--- src/rtl/key_note_pkg.sv ---
// Shared definitions for the keyboard-to-note controller: note codes,
// PS/2 prefix bytes, parser states and the note-code classifier.
package key_note_pkg;

    localparam int NUM_NOTES = 24;

    localparam logic [7:0] NOTE_CODES [NUM_NOTES] = '{
        8'h15, 8'h1D, 8'h24, 8'h2D, 8'h2C, 8'h35, 8'h3C, 8'h43,
        8'h44, 8'h4D, 8'h1C, 8'h1B, 8'h23, 8'h2B, 8'h34, 8'h33,
        8'h3B, 8'h42, 8'h4B, 8'h22, 8'h21, 8'h2A, 8'h32, 8'h31
    };

    localparam logic [7:0] CODE_BRK = 8'hF0;
    localparam logic [7:0] CODE_EXT = 8'hE0;

    typedef enum logic [1:0] {
        ST_IDLE    = 2'd0,
        ST_BRK     = 2'd1,
        ST_EXT     = 2'd2,
        ST_EXT_BRK = 2'd3
    } parse_state_t;

    function automatic logic is_note(input logic [7:0] code);
        logic hit;
        hit = 1'b0;
        for (int i = 0; i < NUM_NOTES; i++) begin
            hit = hit | (code == NOTE_CODES[i]);
        end
        return hit;
    endfunction

endpackage

--- src/rtl/key_note_ctrl_stack.sv ---
// Held-key stack: index 0 is the oldest key, index count-1 the newest.
// Exposes next-state top/count so the parent can register its outputs.
module key_stack
    #(
        parameter int STACK_DEPTH = 4,
        parameter int CNT_W       = $clog2(STACK_DEPTH + 1)
    )
    (
        input  logic             clk,
        input  logic             rst,
        input  logic             make_ev,
        input  logic             brk_ev,
        input  logic [7:0]       key,
        output logic [7:0]       top_nxt,
        output logic [CNT_W-1:0] cnt_nxt,
        output logic             evict
    );

    logic [7:0]             stk_r     [STACK_DEPTH];
    logic [7:0]             stk_nxt_s [STACK_DEPTH];
    logic [7:0]             upper_s   [STACK_DEPTH];
    logic [CNT_W-1:0]       cnt_r;
    logic [STACK_DEPTH-1:0] hit_vec_s;
    logic                   hit_s;
    logic                   full_s;
    logic                   seen_s;

    // Next-state stack contents: push, evict-oldest, or remove-and-compact.
    always_comb begin
        stk_nxt_s = stk_r;
        cnt_nxt   = cnt_r;
        evict     = 1'b0;
        seen_s    = 1'b0;
        for (int i = 0; i < STACK_DEPTH; i++) begin
            hit_vec_s[i] = (CNT_W'(i) < cnt_r) && (stk_r[i] == key);
        end
        for (int i = 0; i < STACK_DEPTH - 1; i++) begin
            upper_s[i] = stk_r[i + 1];
        end
        upper_s[STACK_DEPTH-1] = 8'h00;
        hit_s  = |hit_vec_s;
        full_s = (cnt_r == CNT_W'(STACK_DEPTH));

        if (make_ev && !hit_s) begin
            if (full_s) begin
                for (int i = 0; i < STACK_DEPTH; i++) begin
                    stk_nxt_s[i] = upper_s[i];
                end
                stk_nxt_s[STACK_DEPTH-1] = key;
                evict = 1'b1;
            end else begin
                for (int i = 0; i < STACK_DEPTH; i++) begin
                    stk_nxt_s[i] = (CNT_W'(i) == cnt_r) ? key : stk_r[i];
                end
                cnt_nxt = cnt_r + CNT_W'(1);
            end
        end else if (brk_ev && hit_s) begin
            // Everything from the matched slot upward slides down one place.
            for (int i = 0; i < STACK_DEPTH; i++) begin
                seen_s       = seen_s | hit_vec_s[i];
                stk_nxt_s[i] = seen_s ? upper_s[i] : stk_r[i];
            end
            cnt_nxt = cnt_r - CNT_W'(1);
        end else begin
            cnt_nxt = cnt_r;
        end

        top_nxt = 8'h00;
        for (int i = 0; i < STACK_DEPTH; i++) begin
            top_nxt = (CNT_W'(i + 1) == cnt_nxt) ? stk_nxt_s[i] : top_nxt;
        end
    end

    // Stack storage registers.
    always_ff @(posedge clk) begin
        if (rst) begin
            cnt_r <= '0;
            for (int i = 0; i < STACK_DEPTH; i++) begin
                stk_r[i] <= 8'h00;
            end
        end else begin
            cnt_r <= cnt_nxt;
            stk_r <= stk_nxt_s;
        end
    end

endmodule

--- src/rtl/key_note_ctrl.sv ---
// PS/2 scan-code parser driving a last-note-priority key stack.
// Define KEY_NOTE_SUSTAIN_EN to hold the last note for RELEASE_MS after release.
module key_note_ctrl
    import key_note_pkg::*;
    #(
        parameter int STACK_DEPTH = 4,
        parameter int CLK_HZ      = 100_000_000,
        parameter int RELEASE_MS  = 50
    )
    (
        input  logic                               clk,
        input  logic                               rst,
        input  logic [7:0]                         scan_code,
        input  logic                               scan_valid,
        output logic [7:0]                         codigo,
        output logic                               note_on,
        output logic [$clog2(STACK_DEPTH+1)-1:0]   held_count,
        output logic                               overflow
    );

    localparam int CNT_W = $clog2(STACK_DEPTH + 1);

    parse_state_t     state_r;
    parse_state_t     state_nxt_s;
    logic             make_s;
    logic             brk_s;
    logic [7:0]       top_nxt_s;
    logic [CNT_W-1:0] cnt_nxt_s;
    logic             evict_s;
    logic [7:0]       codigo_r;
    logic             note_on_r;
    logic [CNT_W-1:0] held_count_r;
    logic             overflow_r;

    // Prefix parser: decodes make/break events for note codes.
    always_comb begin
        state_nxt_s = state_r;
        make_s      = 1'b0;
        brk_s       = 1'b0;
        if (scan_valid) begin
            case (state_r)
                ST_IDLE: begin
                    if (scan_code == CODE_BRK) begin
                        state_nxt_s = ST_BRK;
                    end else if (scan_code == CODE_EXT) begin
                        state_nxt_s = ST_EXT;
                    end else begin
                        make_s      = is_note(scan_code);
                        state_nxt_s = ST_IDLE;
                    end
                end
                ST_BRK: begin
                    brk_s       = is_note(scan_code);
                    state_nxt_s = ST_IDLE;
                end
                ST_EXT: begin
                    state_nxt_s = (scan_code == CODE_BRK) ? ST_EXT_BRK : ST_IDLE;
                end
                ST_EXT_BRK: begin
                    state_nxt_s = ST_IDLE;
                end
                default: begin
                    state_nxt_s = ST_IDLE;
                end
            endcase
        end else begin
            state_nxt_s = state_r;
        end
    end

    key_stack #(
        .STACK_DEPTH (STACK_DEPTH),
        .CNT_W       (CNT_W)
    ) u_stack (
        .clk     (clk),
        .rst     (rst),
        .make_ev (make_s),
        .brk_ev  (brk_s),
        .key     (scan_code),
        .top_nxt (top_nxt_s),
        .cnt_nxt (cnt_nxt_s),
        .evict   (evict_s)
    );

`ifdef KEY_NOTE_SUSTAIN_EN
    localparam longint unsigned SUS_CYC = 64'(RELEASE_MS) * 64'(CLK_HZ) / 64'd1000;
    localparam int SUS_W = (SUS_CYC > 64'd0) ? $clog2(SUS_CYC + 64'd1) : 1;

    logic [SUS_W-1:0] sus_cnt_r;

    // Parser state and output registers; an emptying break starts the sustain timer.
    always_ff @(posedge clk) begin
        if (rst) begin
            state_r      <= ST_IDLE;
            codigo_r     <= 8'h00;
            note_on_r    <= 1'b0;
            held_count_r <= '0;
            overflow_r   <= 1'b0;
            sus_cnt_r    <= '0;
        end else begin
            state_r      <= state_nxt_s;
            held_count_r <= cnt_nxt_s;
            overflow_r   <= overflow_r | evict_s;
            if (cnt_nxt_s != '0) begin
                codigo_r  <= top_nxt_s;
                note_on_r <= 1'b1;
                sus_cnt_r <= '0;
            end else if (held_count_r != '0) begin
                codigo_r  <= (SUS_CYC == 64'd0) ? 8'h00 : codigo_r;
                note_on_r <= (SUS_CYC != 64'd0);
                sus_cnt_r <= SUS_W'(SUS_CYC);
            end else if (sus_cnt_r > SUS_W'(1)) begin
                sus_cnt_r <= sus_cnt_r - SUS_W'(1);
            end else begin
                codigo_r  <= 8'h00;
                note_on_r <= 1'b0;
                sus_cnt_r <= '0;
            end
        end
    end
`else
    // Parser state and output registers tracking the stack top directly.
    always_ff @(posedge clk) begin
        if (rst) begin
            state_r      <= ST_IDLE;
            codigo_r     <= 8'h00;
            note_on_r    <= 1'b0;
            held_count_r <= '0;
            overflow_r   <= 1'b0;
        end else begin
            state_r      <= state_nxt_s;
            held_count_r <= cnt_nxt_s;
            overflow_r   <= overflow_r | evict_s;
            codigo_r     <= top_nxt_s;
            note_on_r    <= (top_nxt_s != 8'h00);
        end
    end
`endif

    assign codigo     = codigo_r;
    assign note_on    = note_on_r;
    assign held_count = held_count_r;
    assign overflow   = overflow_r;

endmodule

--- config.mk ---
export PLATFORM = sky130hd
export DESIGN_NAME = key_note_ctrl
export DESIGN_NICKNAME = d
export VERILOG_FILES = /design/src/rtl/key_note_pkg.sv /design/src/rtl/key_note_ctrl_stack.sv /design/src/rtl/key_note_ctrl.sv
export SDC_FILE = /design/constraint.sdc
export NUM_CORES = 1
export LEC_CHECK = 0
export CORE_ASPECT_RATIO = 1.2
export CORE_MARGIN = 2
export CORE_UTILIZATION = 36
export CTS_CLUSTER_SIZE = 30
export DETAILED_ROUTE_END_ITERATION = 12
export PLACE_DENSITY = 0.59
export SLEW_MARGIN = 20
export SYNTH_ARGS = -nofsm -noshare
export SYNTH_HDL_FRONTEND = slang
export SYNTH_HIERARCHICAL = 1
export SYNTH_SLANG_ARGS = --single-unit
export TNS_END_PERCENT = 10
--- constraint.sdc ---
create_clock -name clk -period 4.3 [get_ports clk]
set_input_delay 0.645 -clock clk [delete_from_list [all_inputs] [get_ports clk]]
set_output_delay 0.645 -clock clk [all_outputs]
set_load 0.05 [all_outputs]
== Word-level counts from Yosys, hierarchy flattened ==
Cells that the tools add are included.

* Register bits after elaboration: 47
* Output and inout bits: 13
* Logic and storage cells: 125

* Add/subtract/negate cells: 2
* Magnitude comparators: 4
* Equality and inequality tests: 41
* Mux-type cells: 30
* Bitwise logic cells: 27
* Reductions and logical operators: 12

{| class="wikitable"
|+ Operator list
! cell !! number
|-
| $eq A8 B6 Y1 const B || 15
|-
| $mux W32 || 3
|-
| $mux W8 || 12
|-
| $eq A8 B7 Y1 const B || 5
|-
| $eq A8 B5 Y1 const B || 4
|-
| $eq A8 B8 Y1 || 4
|-
| $or A1 B1 Y1 || 27
|-
| $eq A8 B8 Y1 const B || 2
|-
| $eq A2 B3 Y1 const A || 4
|-
| $mux W3 || 3
|-
| $mux W1 || 8
|-
| $reduce_bool A8 Y1 || 1
|-
| $eq A1 B3 Y1 const A || 2
|-
| $logic_and A1 B1 Y1 || 6
|-
| $lt A1 B3 Y1 const A || 2
|-
| $lt A2 B3 Y1 const A || 2
|-
| $mux W2 || 3
|-
| $pmux W2 S3 || 1
|-
| $eq A2 B2 Y1 const B || 2
|-
| $reduce_or A4 Y1 || 1
|-
| $add A3 B1 Y3 const B || 1
|-
| $eq A3 B3 Y1 const A || 1
|-
| $eq A3 B3 Y1 const B || 1
|-
| $logic_not A3 Y1 || 1
|-
| 5 further kinds || 5
|}

== Depth between registers and ports, before layout ==
* Word-level depth: 36
* Gate-level depth with buffers: 15
* Mapped depth without buffers: 13

== Hierarchy ==
The synthesis kept the hierarchy.

{| class="wikitable"
|+ Modules (own cells, without submodules)
! module !! instances !! cells an instance !! area each (um^2) !! seq. area each (um^2)
|-
| key_stack || 1 || 329 || 2553.7 || 700.7
|-
| key_note_ctrl || 1 || 75 || 678.2 || 300.3
|}

== Worst setup path before layout ==
No wires, ideal clock.

* Path kind: input -> register
* From: input scan_code[5]
* To: register note_on_r (netlist: note_on)
* Library setup time: 0.071 ns
* Arrival: 3.916 ns
* Required time: 4.229 ns
* Slack: 0.313 ns
* Cell stages on the path: 13
* Path through: clkbuf_1 -> or4b_1 -> maj3_1 -> o31a_1 -> o22ai_1 -> inv_1 -> nor3_1 -> a32oi_1 -> a22oi_2 -> or4b_1 -> nand3_1 -> nor4_1 -> a21oi_1

* Cells in the longest elaborated chain, start to end: 36
* Elaborated cells between the ends (all ways): 92
* Those cells by class: 34 x eq/ne; 23 x mux; 26 x bitwise; 9 x reduce/logical

{| class="wikitable"
|+ RTL lines
! item !! line !! RTL
|-
| start, declared || key_note_ctrl.sv:13 || <nowiki>input logic [7:0] scan_code,</nowiki>
|-
| $eq A8 B5 Y1 || key_note_pkg.sv:27 || <nowiki>hit = hit | (code == NOTE_CODES[i]);</nowiki>
|-
| $or A1 B1 Y1 (23 in series) || key_note_pkg.sv:27 ||
|-
| $mux W1 || key_note_ctrl.sv:45 || <nowiki>end else if (scan_code == CODE_EXT) begin</nowiki>
|-
| $mux W1 * || key_note_ctrl.sv:43 || <nowiki>if (scan_code == CODE_BRK) begin</nowiki>
|-
| $mux W1 * || key_note_ctrl.sv:41 || <nowiki>case (state_r)</nowiki>
|-
| $mux W1 * || key_note_ctrl.sv:40 || <nowiki>if (scan_valid) begin</nowiki>
|-
| via make_s || key_note_ctrl.sv:25 || <nowiki>logic make_s;</nowiki>
|-
| $logic_and A1 B1 Y1 * || key_note_ctrl_stack.sv:44 || <nowiki>if (make_ev && !hit_s) begin</nowiki>
|-
| $mux W3 || key_note_ctrl_stack.sv:44 ||
|-
| $eq A1 B3 Y1 || key_note_ctrl_stack.sv:70 || <nowiki>top_nxt = (CNT_W'(i + 1) == cnt_nxt) ? stk_nxt_s[i] : top_nxt;</nowiki>
|-
| $mux W8 (3 in series) || key_note_ctrl_stack.sv:70 ||
|-
| $mux W8 * || key_note_ctrl_stack.sv:70 ||
|-
| via top_nxt_s[1] || key_note_ctrl.sv:27 || <nowiki>logic [7:0] top_nxt_s;</nowiki>
|-
| $reduce_bool A8 Y1 * || key_note_ctrl.sv:135 || <nowiki>note_on_r <= (top_nxt_s != 8'h00);</nowiki>
|-
| end signal, assigned || key_note_ctrl.sv:135 ||
|-
| end, declared || key_note_ctrl.sv:31 || <nowiki>logic note_on_r;</nowiki>
|}

The timed path passes the listed nets; every way through them passes the cells marked *.
A chain may end at the register's enable or synchronous reset.

== Worst setup path after layout ==
* From: input scan_valid
* To: register note_on_r (netlist: note_on)

* Elaborated cells between the ends (all ways): 17
* Those cells by class: 4 x eq/ne; 10 x mux; 3 x reduce/logical

{| class="wikitable"
|+ RTL lines
! item !! line !! RTL
|-
| start, declared || key_note_ctrl.sv:14 || <nowiki>input logic scan_valid,</nowiki>
|-
| $mux W1 * || key_note_ctrl.sv:40 ||
|-
| via make_s || key_note_ctrl.sv:25 ||
|-
| $logic_and A1 B1 Y1 * || key_note_ctrl_stack.sv:44 ||
|-
| $mux W3 || key_note_ctrl_stack.sv:44 ||
|-
| $eq A1 B3 Y1 || key_note_ctrl_stack.sv:70 ||
|-
| $mux W8 (3 in series) || key_note_ctrl_stack.sv:70 ||
|-
| $mux W8 * || key_note_ctrl_stack.sv:70 ||
|-
| via top_nxt_s[0] || key_note_ctrl.sv:27 ||
|-
| $reduce_bool A8 Y1 * || key_note_ctrl.sv:135 ||
|}

Marks and branches as above.

==> impl_results.md <==
* Yosys warning count at 6
* Max Cap Violations at 0
* Post-DRT Antenna Nets at 0
* Crit path DAT at 4.30 ns
* Root Buffer: clkbuf_8
* Crit end category: register
* Die Ht at between 100 and 150 microns
* TritonCTS clock tree: yes
* Crit-path max cell delay at ~0.5 ns
* Seq cells post-synth at 50
* Setup CP Type: in -> reg
* Via count at between 3000 and 4000
* Cell with the most instances after synthesis: dfxtp_1
* Startpoint Class: primary input
* CTS Buffer Depth at 2
* Iter 0 DRT Violations at 265
* Syn-to-layout area delta at 26.17%
* Vias per inst at around 5.5
* Layout Nets at around 480
* Number of flops mapped to enable cells by yosys at 0
* Total CTS buffers at 5
* N_diodes at 0
* Post-Syn Instances at 404
* Status: finished, final reports clean
* Crit-path slowest cell: or4b_1
* Place WS at -0.1740 ns
* Critical path required time at between 4 and 5 ns
* GRT Residual Overflow at 0
* Fin crit period at 4.065 ns
* Syn nets at 420
* Largest net degree at the start of global routing at 51
* Reg2reg start: state_r[1]
* Fraction of layout cells with a size suffix above 1 at 0.1991
* Power Density at ~240 mW/mm^2
* Final HPWL DP at approximately 7.4 mm
* Peak VDD IR at between 150 and 200 uV
* Total negative slack at 0 ns
* Clock Skew at between 0.004 and 0.005 ns
* Tot GR Track Use at 0.1968
* Slew HR at 0.3619
* Max H-tree Level at 2
* Slew Limit Fails at 0
* First-pass GRT wire length at between 15 and 20 mm
* Cell leakage power at 0.001544 uW
* Max Fanout on Critical Path at 7
* Post-route setup slack at about 0.23 ns
* Row count at 37
* Port bufs at 23
* CP Launch Point: scan_valid
* Main flop type after synthesis: dfxtp_1
* Hold Fails Final Rpt at 0
* Starting Density at 0.3733
* Core Area at between 0.008 and 0.009 sq mm
* Largest cells by area after synthesis: dfxtp_1 (31%), nor3_1 (6.0%), nor2_1 (5.1%), nand3_1 (4.8%), xor2_1 (4.6%)
* Crit path cell chain: clkdlybuf4s50_1 -> or3b_1 -> or4b_1 -> a221o_1 -> o22ai_2 -> inv_1 -> nor4_1 -> buf_4 -> o21ai_1 -> a22oi_2 -> buf_4 -> or4b_1 -> nand3_1 -> nor4_2 -> a21oi_1
* Post-Syn Area at approximately 0.0032 sq mm
* Post-synth ARST share at 0
* Final worst-path cycle share at 0.9454
* Post-route DRC violation count at 0
* Worst Hold Class: reg -> reg
* Vias in the first global route at a little over 3000
* Clock Pin Slew Worst Setup and Hold Paths at approximately 0.10 ns
* CTS Sinks at 50
* Ports at 24
* Share of the synthesized area in the top cell type at 0.3097
* Clk Latency, worst-skew pair at ~0.31 ns
* Endpoints failing setup at 0
* Placed Cells at around 580
* Drt pass-1 iters at 5
* Final RePlAce weighted congestion at 0.9398
* Drt wl/cell at approximately 16 microns
* Sequential element share of the synthesized area at 0.3097
* Netlist cell types at between 50 and 60
* Pwr Total at between 900 and 1000 uW
* RSZ-0062 raised after global routing: false
* Initial antenna violation count at 0
* Hold_sp: overflow
* Peak Freq at approximately 250 MHz
* Avg Cell Area, Syn at around 8.0 sq um
* Synth top cells by count: dfxtp_1 (50), nor2_1 (44), nor3_1 (39)
* Finished Layout Cells at slightly below 600
* Wire length after detailed routing at roughly 9.5 mm
* Die area at about 0.0098 sq mm
* Hold_ws at between 0.4 and 0.5 ns
* Slew @ Worst Pin at 0.9572 ns
* Synth area leader: dfxtp_1
* Hold-fix buffers at CTS at 0
* Fillers at between 800 and 900
* Die width at 90.50 microns
[registers in the layout, summed over array words and instances, names as in the netlist]
name / flops
state_r: 2
overflow: 1
held_count: 3
u_stack/stk_r: 32
u_stack/cnt_r: 3
codigo: 8
note_on: 1
[metrics by stage]
| step | util | instance area [sq um] |
|---|---|---|
| after detailed placement | 0.4525 | 3918 |
| after global routing | 0.4710 | 4078 |
| after global placement | 0.4525 | 3918 |
| after floorplan | - | 3232 |
| after CTS | 0.4650 | 4025 |
| final | 0.4710 | 4078 |
[kinds of logic (layout without fill, tap and decap cells)]
family,after synthesis,in the layout,share of synthesized area
AOI/OAI and AO/OA,79,79,0.1789
xor gates and xnor gates,34,34,0.09679
adders and majority gates,6,6,0.02245
buffers and inverters,44,107,0.06736
DFF,50,50,0.3097
and+or+nand+nor,191,191,0.3248
[cell usage in the layout, fill, tap and decap left out, drive strengths merged, types with 8 or more instances in the layout]
master	synthesis	final
nor2	45	45
o22ai	17	17
nor2b	21	21
o21ai	22	22
nand4	13	13
inv	17	17
xor2	17	17
o221ai	8	8
clkdlybuf4s50	0	22
or4b	10	10
xnor2	17	17
nor3	39	39
nor4	8	8
nand3	31	31
dfxtp	50	50
a21oi	9	9
nand2	8	8
buf	16	61
[path summary, 6_finish.rpt]
kind	to	slack, ns	cells after the start
worst max-delay path	note_on	0.23	15
worst min-delay path	overflow	0.47	2
worst max register to register	note_on	0.67	14
worst min register to register	overflow	0.47	2
[what timing repair did]
action | 4_1_cts | 5_1_grt
endpoints found under the hold margin | 0 | 0
resized for setup | 0 | 8
buffers inserted | 0 | 1
setup endpoints to repair | 0 | 9
[cell type report]
class	instances	area, sq um	area share
clock inverters	2	38.79	0.009512
flip-flops and latches	50	1001	0.2455
clock buffers	5	68.82	0.01688
inverters	17	63.81	0.01565
well taps	117	146.4	0.03590
multi-input cells	310	2058	0.5048
repair buffers	83	700.7	0.1718
[worst max-delay path: cells and delay by family]
family,cells,cell delay (ns)
AND/OR/NAND/NOR,6,1.84
buffers and inverters,4,0.93
AO/OA/AOI/OAI,5,0.89
[power breakdown]
group	switching [uW]	total [uW]	internal (uW)
Sequential	4.27	473	468
Combinational	83.0	153	70.4
Clock	169	341	172
[routing by layer]
metal / vias to the layer above / part of all wire / GRT usage
li1: 1610 / - / -
met1: 1509 / 0.42 / 0.2406
met2: 101 / 0.50 / 0.3502
met3: 19 / 0.044 / 0.02101
met4: 0 / 0.028 / 0.08352
met5: - / 0 / 0
Power figures use the tool's default switching activity.
